`config.mk`:
```
export PLATFORM = sky130hd
export DESIGN_NAME = branch_redirect_controller
export DESIGN_NICKNAME = d
export VERILOG_FILES = /design/src/rtl/branch_redirect_controller_pkg.sv /design/src/rtl/redirect_target_calc.sv /design/src/rtl/branch_redirect_controller.sv
export SDC_FILE = /design/constraint.sdc
export NUM_CORES = 1
export LEC_CHECK = 0
export CAP_MARGIN = 20
export CELL_PAD_IN_SITES_DETAIL_PLACEMENT = 1
export CELL_PAD_IN_SITES_GLOBAL_PLACEMENT = 1
export CORE_ASPECT_RATIO = 2
export CORE_UTILIZATION = 32
export DETAILED_ROUTE_END_ITERATION = 16
export PLACE_DENSITY_LB_ADDON = 0.1
export SLEW_MARGIN = 20
export SYNTH_ARGS = -nofsm -noshare
export SYNTH_HDL_FRONTEND = slang
export SYNTH_HIERARCHICAL = 1
export SYNTH_SLANG_ARGS = --single-unit
```
`constraint.sdc`:
```
create_clock -name clk -period 2.8 [get_ports clk]
set_input_delay 0.28 -clock clk [delete_from_list [all_inputs] [get_ports clk]]
set_output_delay 0.28 -clock clk [all_outputs]
set_load 0.03 [all_outputs]
```
`src/rtl/branch_redirect_controller_pkg.sv`:
```
// Shared pipeline types for the execute-stage redirect controller and its fetch-side consumers.
package branch_redirect_controller_pkg;

  localparam int unsigned PC_WIDTH_DEFAULT     = 32;
  localparam int unsigned FLUSH_CYCLES_DEFAULT = 2;
  localparam int unsigned FLUSH_CNT_W          = 3;

  typedef enum logic [2:0] {
    TYPE_ALU   = 3'd0,
    TYPE_LOAD  = 3'd1,
    TYPE_STORE = 3'd2,
    TYPE_B     = 3'd3,
    TYPE_J     = 3'd4,
    TYPE_JALR  = 3'd5,
    TYPE_CSR   = 3'd6,
    TYPE_SYS   = 3'd7
  } op_type_e;

  typedef enum logic [1:0] {
    REDIRECT_IDLE  = 2'd0,
    REDIRECT_WAIT  = 2'd1,
    REDIRECT_DRAIN = 2'd2
  } redirect_state_e;

  // Redirect request as seen by fetch.
  typedef struct packed {
    logic                        valid;
    logic [PC_WIDTH_DEFAULT-1:0] pc;
  } redirect_req_t;

  // True when the op actually transfers control this cycle.
  function automatic logic ctrl_taken(input op_type_e op, input logic br_taken);
    return (op == TYPE_J) || (op == TYPE_JALR) || ((op == TYPE_B) && br_taken);
  endfunction

endpackage

```
`src/rtl/redirect_target_calc.sv`:
```
// Combinational target adder and redirect/misalign decision for the execute instruction.
// Optional BRANCH_PREDICT_EN: redirect only on mispredict, fall-through target pc+4.
module redirect_target_calc
  import branch_redirect_controller_pkg::*;
#(
  parameter int unsigned PC_WIDTH = PC_WIDTH_DEFAULT
) (
  input  logic                ex_valid_i,
  input  op_type_e            op_type_i,
  input  logic                branch_taken_i,
  input  logic [PC_WIDTH-1:0] pc_i,
  input  logic [PC_WIDTH-1:0] op1_i,
  input  logic [PC_WIDTH-1:0] op2_i,
`ifdef BRANCH_PREDICT_EN
  input  logic                pred_taken_i,
  input  logic [PC_WIDTH-1:0] pred_target_i,
`endif
  output logic [PC_WIDTH-1:0] target_c,
  output logic [PC_WIDTH-1:0] redirect_pc_c,
  output logic                need_redirect_c,
  output logic                misaligned_c
);

  logic [PC_WIDTH-1:0] sum;
  logic                actual_taken;

  // Carry out of the add is dropped; JALR clears bit 0 of the sum.
  assign sum          = op1_i + op2_i;
  assign target_c     = (op_type_i == TYPE_JALR) ? {sum[PC_WIDTH-1:1], 1'b0} : sum;
  assign actual_taken = ex_valid_i && ctrl_taken(op_type_i, branch_taken_i);

`ifdef BRANCH_PREDICT_EN
  logic mispredict;

  assign mispredict      = (actual_taken != pred_taken_i) ||
                           (actual_taken && (target_c != pred_target_i));
  assign need_redirect_c = ex_valid_i && mispredict;
  assign redirect_pc_c   = actual_taken ? target_c : (pc_i + PC_WIDTH'(4));
  assign misaligned_c    = need_redirect_c && actual_taken && target_c[1];
`else
  logic unused_pc;

  // Static not-taken: only the taken path ever needs a redirect.
  assign unused_pc       = ^pc_i;
  assign need_redirect_c = actual_taken;
  assign redirect_pc_c   = target_c;
  assign misaligned_c    = actual_taken && target_c[1];
`endif

endmodule

```
`src/rtl/branch_redirect_controller.sv`:
```
// Execute-stage control-flow resolution: registered fetch redirect with handshake, front-end squash
// and execute stall, or misaligned-target exception. Optional macro: BRANCH_PREDICT_EN.
module branch_redirect_controller
  import branch_redirect_controller_pkg::*;
#(
  parameter int unsigned PC_WIDTH     = PC_WIDTH_DEFAULT,
  parameter int unsigned FLUSH_CYCLES = FLUSH_CYCLES_DEFAULT
) (
  input  logic                clk,
  input  logic                rstN,
  input  logic                exValid,
  input  op_type_e            opType,
  input  logic                branchTaken,
  input  logic [PC_WIDTH-1:0] pc,
  input  logic [PC_WIDTH-1:0] irregPcOp1,
  input  logic [PC_WIDTH-1:0] irregPcOp2,
`ifdef BRANCH_PREDICT_EN
  input  logic                predTaken,
  input  logic [PC_WIDTH-1:0] predTarget,
`endif
  input  logic                trapFlush,
  input  logic                redirectReady,
  output logic                redirectValid,
  output logic [PC_WIDTH-1:0] redirectPc,
  output logic                flushFront,
  output logic                exStall,
  output logic                misalignExcValid,
  output logic [PC_WIDTH-1:0] misalignExcTval
);

  localparam bit HAS_DRAIN = (FLUSH_CYCLES != 0);

  logic [PC_WIDTH-1:0] target;
  logic [PC_WIDTH-1:0] redirect_pc;
  logic                need_redirect;
  logic                misaligned;

  redirect_state_e         state_q, state_d;
  logic [FLUSH_CNT_W-1:0]  cnt_q, cnt_d;
  logic                    rdr_valid_q, rdr_valid_d;
  logic [PC_WIDTH-1:0]     rdr_pc_q, rdr_pc_d;
  logic                    flush_q, flush_d;
  logic                    stall_q, stall_d;
  logic                    exc_valid_q, exc_valid_d;
  logic [PC_WIDTH-1:0]     exc_tval_q, exc_tval_d;

  redirect_target_calc #(
    .PC_WIDTH (PC_WIDTH)
  ) u_target_calc (
    .ex_valid_i      (exValid),
    .op_type_i       (opType),
    .branch_taken_i  (branchTaken),
    .pc_i            (pc),
    .op1_i           (irregPcOp1),
    .op2_i           (irregPcOp2),
`ifdef BRANCH_PREDICT_EN
    .pred_taken_i    (predTaken),
    .pred_target_i   (predTarget),
`endif
    .target_c        (target),
    .redirect_pc_c   (redirect_pc),
    .need_redirect_c (need_redirect),
    .misaligned_c    (misaligned)
  );

  // Next-state and next-output logic; every output falls to 0 unless a state holds it.
  always_comb begin
    state_d     = state_q;
    cnt_d       = cnt_q;
    rdr_valid_d = 1'b0;
    rdr_pc_d    = '0;
    flush_d     = 1'b0;
    stall_d     = 1'b0;
    exc_valid_d = 1'b0;
    exc_tval_d  = '0;

    if (trapFlush) begin
      // Trap/CSR redirect wins: drop any pending redirect without a handshake.
      state_d = REDIRECT_IDLE;
      cnt_d   = '0;
    end else begin
      case (state_q)
        REDIRECT_IDLE: begin
          if (need_redirect && !misaligned) begin
            state_d     = REDIRECT_WAIT;
            rdr_valid_d = 1'b1;
            rdr_pc_d    = redirect_pc;
            flush_d     = 1'b1;
            stall_d     = 1'b1;
          end else if (misaligned) begin
            exc_valid_d = 1'b1;
            exc_tval_d  = target;
          end
        end

        REDIRECT_WAIT: begin
          if (rdr_valid_q && redirectReady) begin
            if (HAS_DRAIN) begin
              state_d = REDIRECT_DRAIN;
              cnt_d   = FLUSH_CNT_W'(FLUSH_CYCLES - 1);
              flush_d = 1'b1;
              stall_d = 1'b1;
            end else begin
              state_d = REDIRECT_IDLE;
            end
          end else begin
            rdr_valid_d = 1'b1;
            rdr_pc_d    = rdr_pc_q;
            flush_d     = 1'b1;
            stall_d     = 1'b1;
          end
        end

        REDIRECT_DRAIN: begin
          if (cnt_q == '0) begin
            state_d = REDIRECT_IDLE;
          end else begin
            cnt_d   = cnt_q - FLUSH_CNT_W'(1);
            flush_d = 1'b1;
            stall_d = 1'b1;
          end
        end

        default: begin
          state_d = REDIRECT_IDLE;
          cnt_d   = '0;
        end
      endcase
    end
  end

  always_ff @(posedge clk) begin
    if (!rstN) begin
      state_q     <= REDIRECT_IDLE;
      cnt_q       <= '0;
      rdr_valid_q <= 1'b0;
      rdr_pc_q    <= '0;
      flush_q     <= 1'b0;
      stall_q     <= 1'b0;
      exc_valid_q <= 1'b0;
      exc_tval_q  <= '0;
    end else begin
      state_q     <= state_d;
      cnt_q       <= cnt_d;
      rdr_valid_q <= rdr_valid_d;
      rdr_pc_q    <= rdr_pc_d;
      flush_q     <= flush_d;
      stall_q     <= stall_d;
      exc_valid_q <= exc_valid_d;
      exc_tval_q  <= exc_tval_d;
    end
  end

  assign redirectValid    = rdr_valid_q;
  assign redirectPc       = rdr_pc_q;
  assign flushFront       = flush_q;
  assign exStall          = stall_q;
  assign misalignExcValid = exc_valid_q;
  assign misalignExcTval  = exc_tval_q;

endmodule

```
Word level (Yosys, flattened, before mapping)
Index checks and enable logic that the tools add are counted.
- bitwise logic cells: 3
- mux-type cells: 17
- add/sub/neg operators: 2
- equal/unequal tests: 9
- reduce and logical (&&, ||, !) cells: 15
- operators by type and width (operator ; number):
    $mux W32 ; 2
    $pmux W32 S2 ; 1
    $add A32 B32 Y32 ; 1
    $pmux W3 S3 ; 1
    $ne A2 B2 Y1 const B ; 4
    $eq A3 B3 Y1 const B ; 2
    $mux W2 ; 3
    $mux W3 ; 2
    $pmux W2 S3 ; 1
    $reduce_and A3 Y1 ; 2
    $logic_and A1 B1 Y1 ; 5
    $mux W1 ; 5
    $reduce_or A5 Y1 ; 1
    $reduce_or A4 Y1 ; 1
    $eq A3 B2 Y1 const B ; 1
    $logic_not A3 Y1 ; 1
    $not A1 Y1 ; 3
    $pmux W1 S3 ; 1
    $sub A3 B1 Y3 const B ; 1
    $eq A2 B1 Y1 const B ; 1
    $eq A2 B2 Y1 const B ; 1
    $logic_not A2 Y1 ; 1
    $logic_or A1 B1 Y1 ; 2
    $pmux W1 S2 ; 1
    other kinds (2) ; 2
- input bits: 105
- logic and storage cells: 53
- register bits after elaboration: 72
- output and inout bits: 68

Depth between registers and ports, before layout
- depth in word-level cells: 9
- mapped depth: 10
- depth with buffers taken out: 10

Modules after synthesis
The synthesis kept the hierarchy.
- by module, submodules not included (module ; seq. area each (um2) ; area an instance (um2) ; times used ; cells an instance):
    branch_redirect_controller ; 1441.4 ; 2583.7 ; 1 ; 257
    redirect_target_calc ; 0.0 ; 2084.5 ; 1 ; 295

Worst setup path after synthesis
No wires, ideal clock.
- kind: input to register
- start: input irregPcOp1[18]
- end: register exc_tval_q[26] (netlist: misalignExcTval[26])
- path buffers: 2
- setup time: 0.115 ns
- cell stages on the path: 9
- arrival: 2.122 ns
- path slack: 0.563 ns
- required time: 2.685 ns
- cell sequence: ha_1 > clkbuf_1 > nand2_1 > or4_4 > o31ai_4 > a21oi_2 > xnor2_1 > buf_4 > and2_1
- cells in the longest elaborated chain, start to end: 1
- RTL lines (element ; RTL line ; source):
    start: declaration ; branch_redirect_controller.sv:15 ; input logic [PC_WIDTH-1:0] irregPcOp1,
    $add A32 B32 Y32 ; redirect_target_calc.sv:28 ; assign sum = op1_i + op2_i;
    named net redirect_pc[26] ; branch_redirect_controller.sv:34 ; logic [PC_WIDTH-1:0] redirect_pc;
    end signal: assignment ; branch_redirect_controller.sv:150 ; exc_tval_q <= exc_tval_d;
    end: declaration ; branch_redirect_controller.sv:45 ; logic [PC_WIDTH-1:0] exc_tval_q, exc_tval_d;
The timed path passes the listed nets, and every way through them passes these cells.
A chain may end at the register's enable or synchronous reset.

Worst setup path in the final report
- start: input irregPcOp2[0]
- end: register rdr_pc_q[20] (netlist: redirectPc[20])
- elaborated cells on any way between the ends: 6
- classes of those cells: 1 x add/sub; 2 x mux; 3 x reduce/logical
- RTL lines (element ; RTL line ; source):
    start: declaration ; branch_redirect_controller.sv:16 ; input logic [PC_WIDTH-1:0] irregPcOp2,
    $add A32 B32 Y32 ; redirect_target_calc.sv:28 ;
    named net redirect_pc[20] ; branch_redirect_controller.sv:34 ;
    $mux W32 ; branch_redirect_controller.sv:84 ; if (need_redirect && !misaligned) begin
    $pmux W32 S2 ; branch_redirect_controller.sv:82 ; case (state_q)
    end signal: assignment ; branch_redirect_controller.sv:146 ; rdr_pc_q <= rdr_pc_d;
    end: declaration ; branch_redirect_controller.sv:41 ; logic [PC_WIDTH-1:0] rdr_pc_q, rdr_pc_d;
The timed path passes the listed nets, and every way through them passes these cells.

==> reports/metrics.yaml <==
run_status: "finished clean"
postSynthRegisterBits: 72
cts_made_buffers: 9
timing.critical_path.from_type: "primary input"
leakagePower_nw: 2.703
worst_setup_path_category: "in -> reg"
antenna_found_initial: 0
crit_chain: "clkdlybuf4s50_1 -> ha_1 -> fa_1 -> a21oi_1 -> o211ai_2 -> nand4_1 -> a31oi_1 -> buf_4 -> nor2_1 -> xnor2_1 -> nand2_1 -> a21oi_2"
area_grow_syn2layout_pct: 44.81
max_freq_ghz: 0.3959
global_route.usage.met1_pct: 20.15
timing.max_cap.violations: 0
holdCritPathClass: "reg -> reg"
grt_overflow_total: 0
drcViolationCount: 0
post_drt_wl_per_cell_um: 16.92
synth.net_count: 695
synth_top_family_by_area: "compound AO/OA/AOI/OAI gates"
slowest_stage: "clkdlybuf4s50_1"
unrepaired_setup_endpoints_after_global_routing: "no"
synth-edff-count: 0
core_sq_um: 14270
design_area_final_sq_um: 6760
syn-mean-instance-area_sq_um: 8.457
final_layout_size_suffix_gt1_share_pct: 17.74
dieWidth_um: 87.41
required_ns: 3.07
die_height_um: 172.8
total_routed_wirelength_um: 15370
synthMuxAreaShare_pct: 0.8577
layout_common_cells: "140 x clkdlybuf4s50_1, 98 x nand2_1, 72 x dfxtp_1"
synth_async_sr_flop_share_pct: 0
post_synth_inst_count: 552
antenna_cells_inserted: 0
fin_crit_ns: 2.526
setup_viol: 0
count_of_hold_fix_buffers_inserted_at_cts: 0
vias_per_cell: 4.936
clock_pin_slew_on_the_worst_setup_and_hold_paths_ns: 0.06
clk-insertion-delay-late_ns: 0.33
cts_root_buffer: "clkbuf_16"
clock-sinks: 72
synth-simple-area-share_pct: 20.10
io_pins: 173
drt_pre_antenna_iters: 4
crit_path_max_incr_delay_ns: 0.47
place.port_buffers: 140
cts.htree.levels: 3
critical_path_peak_fanout: 4
power_density_nw_per_um2: 467.2
synth_compound_area_share_pct: 23.53
max_slew_margin_pct: 65.04
timing_hold_violations_final: 0
vias: 4482
cts-resized-gates: 0
pins_over_slew_limit: 0
clock_path_buffers: 2
post_cts_buffers: 0
crit_arrival_ns: 2.80
worst_pin_slew_ns: 0.5245
dpl-instance-area_sq_um: 6464
gr-usage-met2_pct: 43.16
ir_drop_mv: 0.3999
met3_track_utilization_from_global_routing_pct: 2.530
ys_seq_area_share_pct: 30.88
drt_first_iter_violations: 80
place.gp.congestion: 0.9047
nets: 855
synth_flop_cell: "dfxtp_1"
drtAntennaViolNets: 0
fraction_of_synthesized_cell_area_in_xor_and_xnor_cells_pct: 5.441
report.power.total_mw: 3.159
mappedNetlistArea_sq_um: 4668
tritoncts: "yes"
yosysUniqueCellTypes: 67
top_usage_layer: "met2"
wire_length_of_the_first_global_routing_pass_um: 24350
initial_core_util_pct: 32.71
ys_warn_count: 6
std_cell_rows: 62
crit_path_end_kind: "register"
synth-adder-area-share_pct: 10.35
crit_buf_inv: 2
via_count_of_the_first_global_routing_pass: 4828
post-dp-hpwl_um: 12720
layout.cells.most_common: "clkdlybuf4s50_1"
final.period_utilization_pct: 90.21
grt_max_degree: 34
fp.dieArea_sq_um: 15100
globalRouteTotalUtil_pct: 21.12
top_cell_family_by_delay_on_the_critical_path: "compound AO/OA/AOI/OAI gates"
clock_skew_ns: 0.007212
-- cells by family (layout without fill, tap and decap cells) --
kind of cell	count (synthesis)	after routing
and+or+nand+nor	195	195
AOI/OAI and AO/OA	148	148
DFF	72	72
buffers and inverters	66	230
adders and majority gates	38	38
xor gates and xnor gates	29	29
muxes	4	4
-- power breakdown --
part	switching, mW	internal (mW)
clock	0.454	0.708
combinational	0.505	0.438
sequential	0.0100	1.04
-- cells in the mapped netlist (7+ instances only) --
master | number | area share (%)
a21o_1 | 7 | 1.1
a21oi_1 | 39 | 4.2
a21oi_2 | 31 | 5.8
and2_1 | 36 | 4.8
buf_4 | 36 | 5.8
clkbuf_1 | 12 | 0.96
dfxtp_1 | 72 | 31
ha_1 | 37 | 9.9
inv_1 | 8 | 0.64
nand2_1 | 98 | 7.9
nand3_1 | 10 | 1.1
nor2_1 | 14 | 1.1
o21ai_0 | 11 | 1.2
o21ai_1 | 10 | 1.1
xnor2_1 | 16 | 3.0
xor2_1 | 13 | 2.4
-- through the flow --
stage               worst slack [ns]   TNS, ns  cells  util (%)  hold slack, ns
floorplan                     0.5631         0    552         -          0.4381
global route                  0.1125         0    908     47.36          0.4775
CTS                           0.2501         0    908     47.36          0.4572
global placement            -0.01495  -0.02905    893     45.28          0.4408
detailed placement          -0.06481   -0.3132    893     45.28          0.4491
finish                        0.2740         0    908     47.36          0.4543
-- cell type report --
| class | instances | area (sq um) |
|---|---|---|
| fillers | 1720 | 7513 |
| multi-input cells | 414 | 2814 |
| repair buffers | 206 | 1934 |
| flip-flops and latches | 72 | 1441 |
| well taps | 192 | 240.2 |
| clock buffers | 10 | 239.0 |
| clock inverters | 5 | 57.56 |
| inverters | 9 | 33.78 |
-- metal layers --
| metal | part of all wire, % | vias up | routed length (um) |
|---|---|---|---|
| met3 | 3.3 | 21 | 513 |
| met2 | 59 | 99 | 9114 |
| met4 | 2.5 | 0 | 391 |
| met1 | 35 | 2143 | 5346 |
| met5 | 0 | - | 0 |
| li1 | - | 2219 | - |
-- flip-flops by register name, summed over array words and instances, names as in the netlist --
register,cells
cnt_q,3
state_q,2
exStall,1
misalignExcTval,32
redirectPc,32
misalignExcValid,1
redirectValid,1
-- final timing paths --
check / endpoint / startpoint / depth (start not counted) / slack [ns]
max: redirectPc[20] / irregPcOp2[0] / 12 / 0.27
min: redirectPc[2] / redirectPc[2] / 2 / 0.45
max reg2reg: redirectPc[6] / state_q[1] / 6 / 0.95
min reg2reg: redirectPc[2] / redirectPc[2] / 2 / 0.45
-- worst reg2reg max path: cells and delay by family, from the launching register on --
family / cells / cell delay, ns
compound gates: 2 / 0.71
fa+ha+maj: 1 / 0.25
buf+inv: 2 / 0.36
flops: 1 / 0.38
simple gates: 1 / 0.08
(Power assumes the default switching activity.)
